File: config.mk
export PLATFORM = sky130hd
export DESIGN_NAME = raptor64_set_pipe
export DESIGN_NICKNAME = d
export VERILOG_FILES = /design/src/rtl/raptor64_set_pipe.sv
export SDC_FILE = /design/constraint.sdc
export NUM_CORES = 1
export LEC_CHECK = 0
export ABC_AREA = 1
export BUFFER_PORTS_ARGS = -buffer_cell sky130_fd_sc_hd__buf_2
export CORE_ASPECT_RATIO = 1.4
export CORE_UTILIZATION = 45
export DETAILED_ROUTE_END_ITERATION = 10
export GPL_TIMING_DRIVEN = 0
export PLACE_DENSITY_LB_ADDON = 0.12
export SYNTH_ARGS = -nofsm -noshare
export SYNTH_HDL_FRONTEND = slang
export SYNTH_SLANG_ARGS = --single-unit
File: constraint.sdc
create_clock -name clk_i -period 3.3 [get_ports clk_i]
set_clock_uncertainty 0.15 [all_clocks]
set_input_delay 0.66 -clock clk_i [delete_from_list [all_inputs] [get_ports clk_i]]
set_output_delay 0.66 -clock clk_i [all_outputs]
set_load 0.05 [all_outputs]
File: src/rtl/raptor64_set_pipe.sv
// raptor64_set_pipe: two-stage SIMD set/compare (and optional min/max) pipeline.
//
// Ports
//   clk_i, rst_ni         clock, synchronous active-low reset
//   valid_i / ready_o     request handshake; ready_o is combinational
//   op_i [3:0]            0 EQ 1 NE 2 LT 3 LE 4 GT 5 GE 6 LTU 7 LEU 8 GTU 9 GEU
//                         10 MIN 11 MAX 12 MINU 13 MAXU (14-15 yield 0)
//   lanes_i [1:0]         0: one WID lane, 1: two, 2: four, 3: eight lanes
//   a_i, b_i [WID-1:0]    operands
//   tag_i / tag_o         sideband tag travelling with each operation
//   valid_o / ready_i     result handshake
//   o [WID-1:0]           result
//
// Build option: define SET_MINMAX_EN to implement op codes 10-13; otherwise
// they return 0 and S1 carries no operand copies.
//
// Multi-lane modes assume each lane is a whole power-of-two number of bytes
// (e.g. WID=64 or 128 for all lane modes).
module raptor64_set_pipe #(
    parameter int unsigned WID  = 64,
    parameter int unsigned TAGW = 6
) (
    input  logic            clk_i,
    input  logic            rst_ni,
    input  logic            valid_i,
    output logic            ready_o,
    input  logic [3:0]      op_i,
    input  logic [1:0]      lanes_i,
    input  logic [WID-1:0]  a_i,
    input  logic [WID-1:0]  b_i,
    input  logic [TAGW-1:0] tag_i,
    output logic [TAGW-1:0] tag_o,
    output logic            valid_o,
    input  logic            ready_i,
    output logic [WID-1:0]  o
);

    localparam int unsigned NB = WID / 8;

    typedef enum logic [3:0] {
        OP_EQ = 4'd0,  OP_NE  = 4'd1,  OP_LT   = 4'd2,  OP_LE   = 4'd3,
        OP_GT = 4'd4,  OP_GE  = 4'd5,  OP_LTU  = 4'd6,  OP_LEU  = 4'd7,
        OP_GTU = 4'd8, OP_GEU = 4'd9,  OP_MIN  = 4'd10, OP_MAX  = 4'd11,
        OP_MINU = 4'd12, OP_MAXU = 4'd13
    } op_e;

    // S1 state
    logic            v1_q, v1_d;
    logic [3:0]      op1_q, op1_d;
    logic [1:0]      lanes1_q, lanes1_d;
    logic [TAGW-1:0] tag1_q, tag1_d;
    logic [NB-1:0]   eq1_q, eq1_d, ltu1_q, ltu1_d, lts1_q, lts1_d;
`ifdef SET_MINMAX_EN
    logic [WID-1:0]  a1_q, a1_d, b1_q, b1_d;
`endif
    // S2 state
    logic            v2_q, v2_d;
    logic [TAGW-1:0] tag2_q, tag2_d;
    logic [WID-1:0]  o_q, o_d;

    logic            s2_adv, accept;
    logic [WID-1:0]  res;
    logic [NB-1:0]   lane_lt, lane_eq;

    assign s2_adv  = !v2_q || ready_i;
    assign ready_o = !v1_q || s2_adv;
    assign accept  = valid_i && ready_o;
    assign valid_o = v2_q;
    assign tag_o   = tag2_q;
    assign o       = o_q;

    // S1: per-byte partials plus the control fields of the accepted request.
    always_comb begin
        v1_d     = ready_o ? valid_i : v1_q;
        op1_d    = op1_q;
        lanes1_d = lanes1_q;
        tag1_d   = tag1_q;
        eq1_d    = eq1_q;
        ltu1_d   = ltu1_q;
        lts1_d   = lts1_q;
`ifdef SET_MINMAX_EN
        a1_d     = a1_q;
        b1_d     = b1_q;
`endif
        if (accept) begin
            op1_d    = op_i;
            lanes1_d = lanes_i;
            tag1_d   = tag_i;
            for (int unsigned i = 0; i < NB; i++) begin
                eq1_d[i]  = a_i[8*i +: 8] == b_i[8*i +: 8];
                ltu1_d[i] = a_i[8*i +: 8] <  b_i[8*i +: 8];
                lts1_d[i] = $signed(a_i[8*i +: 8]) < $signed(b_i[8*i +: 8]);
            end
`ifdef SET_MINMAX_EN
            a1_d = a_i;
            b1_d = b_i;
`endif
        end
    end

    // S2: fold the byte partials into per-lane less-than/equal, then form o.
    always_comb begin
        int unsigned lbm;
        int unsigned top_idx;
        logic        sgn, first, top, lt_run, eq_run, lt, eq, cmp, sel_a;
        logic        is_cmp;
        op_e         op;

        op      = op_e'(op1_q);
        lbm     = (NB >> lanes1_q) - 1;
        sgn     = op inside {OP_LT, OP_LE, OP_GT, OP_GE, OP_MIN, OP_MAX};
        is_cmp  = op1_q <= 4'd9;
        lt_run  = 1'b0;
        eq_run  = 1'b1;
        lane_lt = '0;
        lane_eq = '0;
        res     = '0;
        cmp     = 1'b0;
        sel_a   = 1'b0;
        top_idx = 0;
        first   = 1'b0;
        top     = 1'b0;
        lt      = 1'b0;
        eq      = 1'b0;

        // Bytes are scanned LSB upward; a higher byte overrides the lower
        // result unless it is equal. Only the top byte of a lane is signed.
        for (int unsigned i = 0; i < NB; i++) begin
            if (lanes1_q == 2'd0) begin
                first = (i == 0);
                top   = (i == NB - 1);
            end else begin
                first = (i & lbm) == 0;
                top   = (i & lbm) == lbm;
            end
            lt_run = ((top && sgn) ? lts1_q[i] : ltu1_q[i]) |
                     (eq1_q[i] & (first ? 1'b0 : lt_run));
            eq_run = eq1_q[i] & (first ? 1'b1 : eq_run);
            lane_lt[i] = lt_run;
            lane_eq[i] = eq_run;
        end

        for (int unsigned i = 0; i < NB; i++) begin
            top_idx = (lanes1_q == 2'd0) ? NB - 1 : (i | lbm);
            lt = lane_lt[top_idx];
            eq = lane_eq[top_idx];
            case (op)
                OP_EQ:           cmp = eq;
                OP_NE:           cmp = !eq;
                OP_LT, OP_LTU:   cmp = lt;
                OP_LE, OP_LEU:   cmp = lt | eq;
                OP_GT, OP_GTU:   cmp = !(lt | eq);
                OP_GE, OP_GEU:   cmp = !lt;
                default:         cmp = 1'b0;
            endcase
            sel_a = (op == OP_MIN || op == OP_MINU) ? (lt | eq) : !lt;
            if (is_cmp) begin
                if (lanes1_q == 2'd0) res[0] = cmp;
                else                  res[8*i +: 8] = {8{cmp}};
            end
`ifdef SET_MINMAX_EN
            else if (op1_q <= 4'd13) begin
                res[8*i +: 8] = sel_a ? a1_q[8*i +: 8] : b1_q[8*i +: 8];
            end
`endif
        end
    end

    always_comb begin
        v2_d   = s2_adv ? v1_q : v2_q;
        tag2_d = tag2_q;
        o_d    = o_q;
        if (s2_adv && v1_q) begin
            tag2_d = tag1_q;
            o_d    = res;
        end
    end

    always_ff @(posedge clk_i) begin
        if (!rst_ni) begin
            v1_q     <= 1'b0;
            op1_q    <= '0;
            lanes1_q <= '0;
            tag1_q   <= '0;
            eq1_q    <= '0;
            ltu1_q   <= '0;
            lts1_q   <= '0;
`ifdef SET_MINMAX_EN
            a1_q     <= '0;
            b1_q     <= '0;
`endif
            v2_q     <= 1'b0;
            tag2_q   <= '0;
            o_q      <= '0;
        end else begin
            v1_q     <= v1_d;
            op1_q    <= op1_d;
            lanes1_q <= lanes1_d;
            tag1_q   <= tag1_d;
            eq1_q    <= eq1_d;
            ltu1_q   <= ltu1_d;
            lts1_q   <= lts1_d;
`ifdef SET_MINMAX_EN
            a1_q     <= a1_d;
            b1_q     <= b1_d;
`endif
            v2_q     <= v2_d;
            tag2_q   <= tag2_d;
            o_q      <= o_d;
        end
    end

endmodule

* Word-level counts from Yosys, hierarchy flattened
Cells that the tools add are included.
Word-level totals: flip-flop bits (word level) 108, input bits 144, output and inout bits 72, logic and storage cells 248
Cells by class: $add $sub $neg 1, order comparisons 25, eq/ne operators 19, shift-type cells 1, mux-type cells 103, bitwise logic cells 29, reduce and logical (&&, ||, !) cells 60
Operators by type and width (number):
- $logic_not 32->1 | 8
- $lt 32x4->1 const B | 8
- $mux 32 | 8
- $lt 8x8->1 | 16
- $mux 8 | 15
- $logic_not 31->1 | 3
- $logic_not 30->1 | 3
- $eq 8x8->1 | 8
- $mux 1 | 55
- $bmux 1 s3 | 16
- $pmux 1 s6 | 8
- $shr 4x2->32 const A | 1
- $sub 32x1->32 const B | 1
- $logic_not 29->1 | 1
- $logic_not 1->1 | 26
- $eq 4x3->1 const B | 4
- $eq 4x4->1 const B | 4
- $or 1x1->1 | 15
- $and 1x1->1 | 14
- $logic_and 1x1->1 | 10
- $eq 4x2->1 const B | 2
- $reduce_or 2->1 | 4
- $mux 7 | 1
- $reduce_bool 6->1 | 1
- other kinds (5) | 6

* Depth between registers and ports, before layout
depth after elaboration 36, mapped depth 29, depth with buffers taken out 28

* Least setup slack after synthesis
Ideal clock, no wire load.
path type register -> register, start point register lanes1_q[1], end point register o_q[0], in the netlist o[0], setup time 137 ps, data arrival time 2664 ps, setup slack 349 ps, stages on the path, launching flop included 28, buffers on the path 1, period minus slack after synthesis 2951 ps, path through dfxtp_1 buf_6 nor2_2 inv_2 ha_1 nand3_1 nor2_2 nand2_1 nand2_1 nand2_2 nand2_2 nand2_2 nand2_2 nand2_2 nand2_2 nand2_2 nand2_2 nand2_2 nand2_1 nand2_1 nand2_2 nand2_2 nand3_4 nand2_4 nand2_1 nand3_1 o21bai_1 a21oi_1
Between the ends: longest elaborated chain between the ends 35, elaborated cells between the ends (all ways) 106, classes of those cells 1 x add/sub; 1 x shift; 51 x mux; 23 x bitwise; 30 x reduce/logical
RTL lines:
- from (decl) | line 50 | logic [1:0] lanes1_q, lanes1_d;
- from (signal assigned) | line 198 | lanes1_q <= lanes1_d;
- $shr 4x2->32 | line 110 | lbm = (NB >> lanes1_q) - 1;
- $sub 32x1->32 | line 110
- $logic_not 32->1 | line 134 | top = (i & lbm) == lbm;
- $mux 1 | line 129 | if (lanes1_q == 2'd0) begin
- $logic_and 1x1->1 | line 136 | lt_run = ((top && sgn) ? lts1_q[i] : ltu1_q[i]) |
- $mux 1 | line 136
- $mux 1 | line 137 | (eq1_q[i] & (first ? 1'b0 : lt_run));
- $and 1x1->1 | line 137
- (+19 left out)
- $bmux 1 s3 | line 145 | lt = lane_lt[top_idx];
- $mux 1 (implied by the code) | line 145
- $or 1x1->1
- $logic_not 1->1 | line 152 | OP_GT, OP_GTU: cmp = !(lt | eq);
- $pmux 1 s6 | line 147 | case (op)
- $mux 8 | line 157 | if (is_cmp) begin
- $mux 1 | line 158 | if (lanes1_q == 2'd0) res[0] = cmp;
- $mux 1 (*) | line 157
- to (signal assigned) | line 194 | o_q <= '0;
- to (signal assigned) | line 209 | o_q <= o_d;
- to (decl) | line 59 | logic [WID-1:0] o_q, o_d;
Every way passes the cells marked *; elsewhere a longest branch is shown, timed or not. The select of a mux whose other input is x is not followed. A chain may end at the register's enable or synchronous reset.

* Worst setup path in the final report
Ends and elaborated chain as after synthesis.

==> metrics <==
Startpoint Class register; maxcap violations 0; Slew headroom roughly 50%; Pwr Total 2020 uW; post-synthesis mux area share less than 1%; core footprint 10,500 um2; fin crit share 92.3%; Synth Cell Area 4900 um2; placed cell area 6150 um2; H-tree levels 2; Critical Path Start lanes1_q[1]; leakage power roughly 0.0037 uW; GRT Util Overall between 20% and 30%; hold_sp ltu1_q[5]; routed len/inst 10.9 um; vias in the first global route 4,876; starting density of the core 46.8%; Cell Rows 44; sw frac 37.3%; num ports 216; Final Instance Area 6390 um2; Routed Antenna Nets 0; Post-synth EDFFs 0; start of the worst register-to-register path lanes1_q[1]; Synth Area in Compound Gates about a fifth; Synth Area in Simple Gates 20.8%; commonest non-fill, non-tap cell in the layout buf_2; PortBufs 215; Avg Cell Area, Syn 6.73 um2; Worst-Skew Late Latency 0.30 ns; dpl hpwl approximately 10 mm; RSZ-0062 raised after global routing false; Cells on Worst Hold Path 2; peak supply drop ~0.20 mV; Worst-path clk slew 0.07 ns; worst-margin pin slew 0.743 ns; Post-Synth XOR/XNOR Area less than 1%; Seq/Total Area, Yosys 21.7%; CTS sink cnt 53; GP Congestion 0.900; Cell Count, Final, Fillers Out 1,093; main combinational cell family by area after synthesis simple AND/OR/NAND/NOR gates; combinational share of power 37.5%; die width 90.2 um; top_reg_cell synth dfxtp_1; Synth Register Bits 53; Pint around 1300 uW; Area growth syn-to-layout 30.4%; 1st-iter DRT viols between 100 and 150; first-pass GRT wire length 20.4 mm; CP arrival 3.05 ns; adder-cell share of the synthesized area 16.9%; Die Area 11,300 um2; remaining global-route overflow 0; CP required 3.31 ns; crit path kind reg2reg; part of the power in registers 35.4%; status finished clean; Cells after Synth 728; Slew Limit Fails 0; Clock power frac 27.1%; TritonCTS clock tree built; worst hold path type reg2reg; placed insts 1,081; Die Y 125 um; Setup TNS 0 ns; Pre-antenna DRT Iters 4; Antenna Cells 0; fmax 328 MHz; Via density 4.71; antenna violations before repair 0; layout cell share with drive strength beyond 1 around a third; final hold viol count 0; total vias in the final route ~5,100; R2R depth 27; min Tclk post-route 3.04 ns; Post-Route WL 11.9 mm; FFs w/ async S/R, synth 0%; most frequent cells in the layout buf_2, inv_1, nand2_1, a21oi_1, nor2_1; Inserted Clock Buffers 5; Critical Path End Type register; final setup vio count 0; Power Density roughly 320 nW/um2; largest net degree at the start of global routing 19; Clock Tree Buf Depth 2; fin nets between 1,000 and 1,500; synth unique cells 38; residual DRC count 0; Fill cells between 1,000 and 1,500; peak fanout along the critical path 8; Place WS -0.197 ns; CTS root buf clkbuf_16; fin worst setup slack 0.255 ns; switching pwr 753 uW; Syn Nets 938; # hold bufs at CTS 0; synth warn 0
timing repair:
action                     4_1_cts  5_1_grt
setup endpoints to repair        9        9
resized for setup                1       14
setup buffers                    2        2
pin swaps                        1        9
final cells by class:
class	count	area (um2)	area share (%)
repair buffers	219	1110	17.3
clock buffers	5	125	1.96
multi-input cells	481	2950	46.1
inverters	123	469	7.34
well taps	138	173	2.70
plain buffers	71	482	7.54
clock inverters	3	26.3	0.411
flip-flops and latches	53	1060	16.6
critical path, cell delays in order (launching register included):
cell	delay (ns)
dfxtp_2	0.32
buf_6	0.13
nor2_4	0.12
inv_4	0.07
ha_1	0.29
nand3_2	0.12
nor2_4	0.15
nand2_2	0.08
nand2_2	0.08
nand2_2	0.07
nand2_2	0.07
nand2_2	0.05
nand2_2	0.06
nand2_2	0.06
nand2_2	0.07
nand2_2	0.05
nand2_2	0.08
nand2_2	0.07
nand2_2	0.06
nand2_2	0.06
nand2_4	0.07
nand2_4	0.07
nand3_4	0.11
nand2_4	0.06
nand2_1	0.08
nand3_1	0.09
o21bai_1	0.15
a21oi_1	0.08
power by group through the flow:
stage               combinational, uW  sequential, uW  clock, uW
floorplan                         497             759          0
global placement                  730             728          0
detailed placement                739             730          0
CTS                               747             715        559
global route                      856             722        579
finish                            757             715        547
logic make-up (layout without fill, tap and decap cells):
logic type,after synthesis,count (layout)
AOI/OAI and AO/OA,177,177
xor gates and xnor gates,4,4
adders and majority gates,66,66
buffers and inverters,194,421
DFF,53,53
muxes,2,2
and+or+nand+nor,232,232
through the flow:
stage / util [%] / hold WS [ns]
6_report: 61.1 / 0.316
5_1_grt: 61.1 / 0.337
4_1_cts: 60.4 / 0.318
3_5_place_dp: 58.8 / 0.308
3_3_place_gp: 58.8 / 0.301
2_1_floorplan: - / 0.286
sequential cells by signal (all words and copies together) (netlist names):
register / count
v1_q: 1
lts1_q: 8
tag_o: 6
op1_q: 4
o: 9
lanes1_q: 2
tag1_q: 6
eq1_q: 8
valid_o: 1
ltu1_q: 8
final timing paths:
| kind | slack (ns) | to |
|---|---|---|
| worst min register to register | 0.32 | ltu1_q[5] |
| worst max-delay path | 0.26 | o[0] |
| worst max register to register | 0.26 | o[0] |
| worst min-delay path | 0.32 | ltu1_q[5] |
layer usage:
| layer | vias up | track usage [%] | part of all wire, % |
|---|---|---|---|
| li1 | 2762 | - | - |
| met1 | 2197 | 23.3 | 41 |
| met2 | 156 | 39.9 | 50 |
| met3 | 31 | 3.35 | 4.7 |
| met4 | 0 | 9.96 | 4.4 |
| met5 | - | 0 | 0 |
cells in the mapped netlist (3+ instances only):
master,instances,area share (%)
nand4_1,10,1.3
inv_1,118,9.0
nor2_1,66,5.1
ha_1,66,17
o21ai_1,9,0.92
buf_4,55,8.4
inv_2,3,0.23
a21oi_2,6,1.1
o21ai_0,63,6.4
clkbuf_1,14,1.1
nand2_1,114,8.7
nand2_2,15,1.9
dfxtp_1,53,22
a211oi_1,4,0.61
o211ai_1,7,1.1
a21oi_1,74,7.6
o21ai_2,4,0.71
a211o_1,3,0.54
nand3_1,17,1.7
Note: power is estimated with default switching activity, not from simulation.
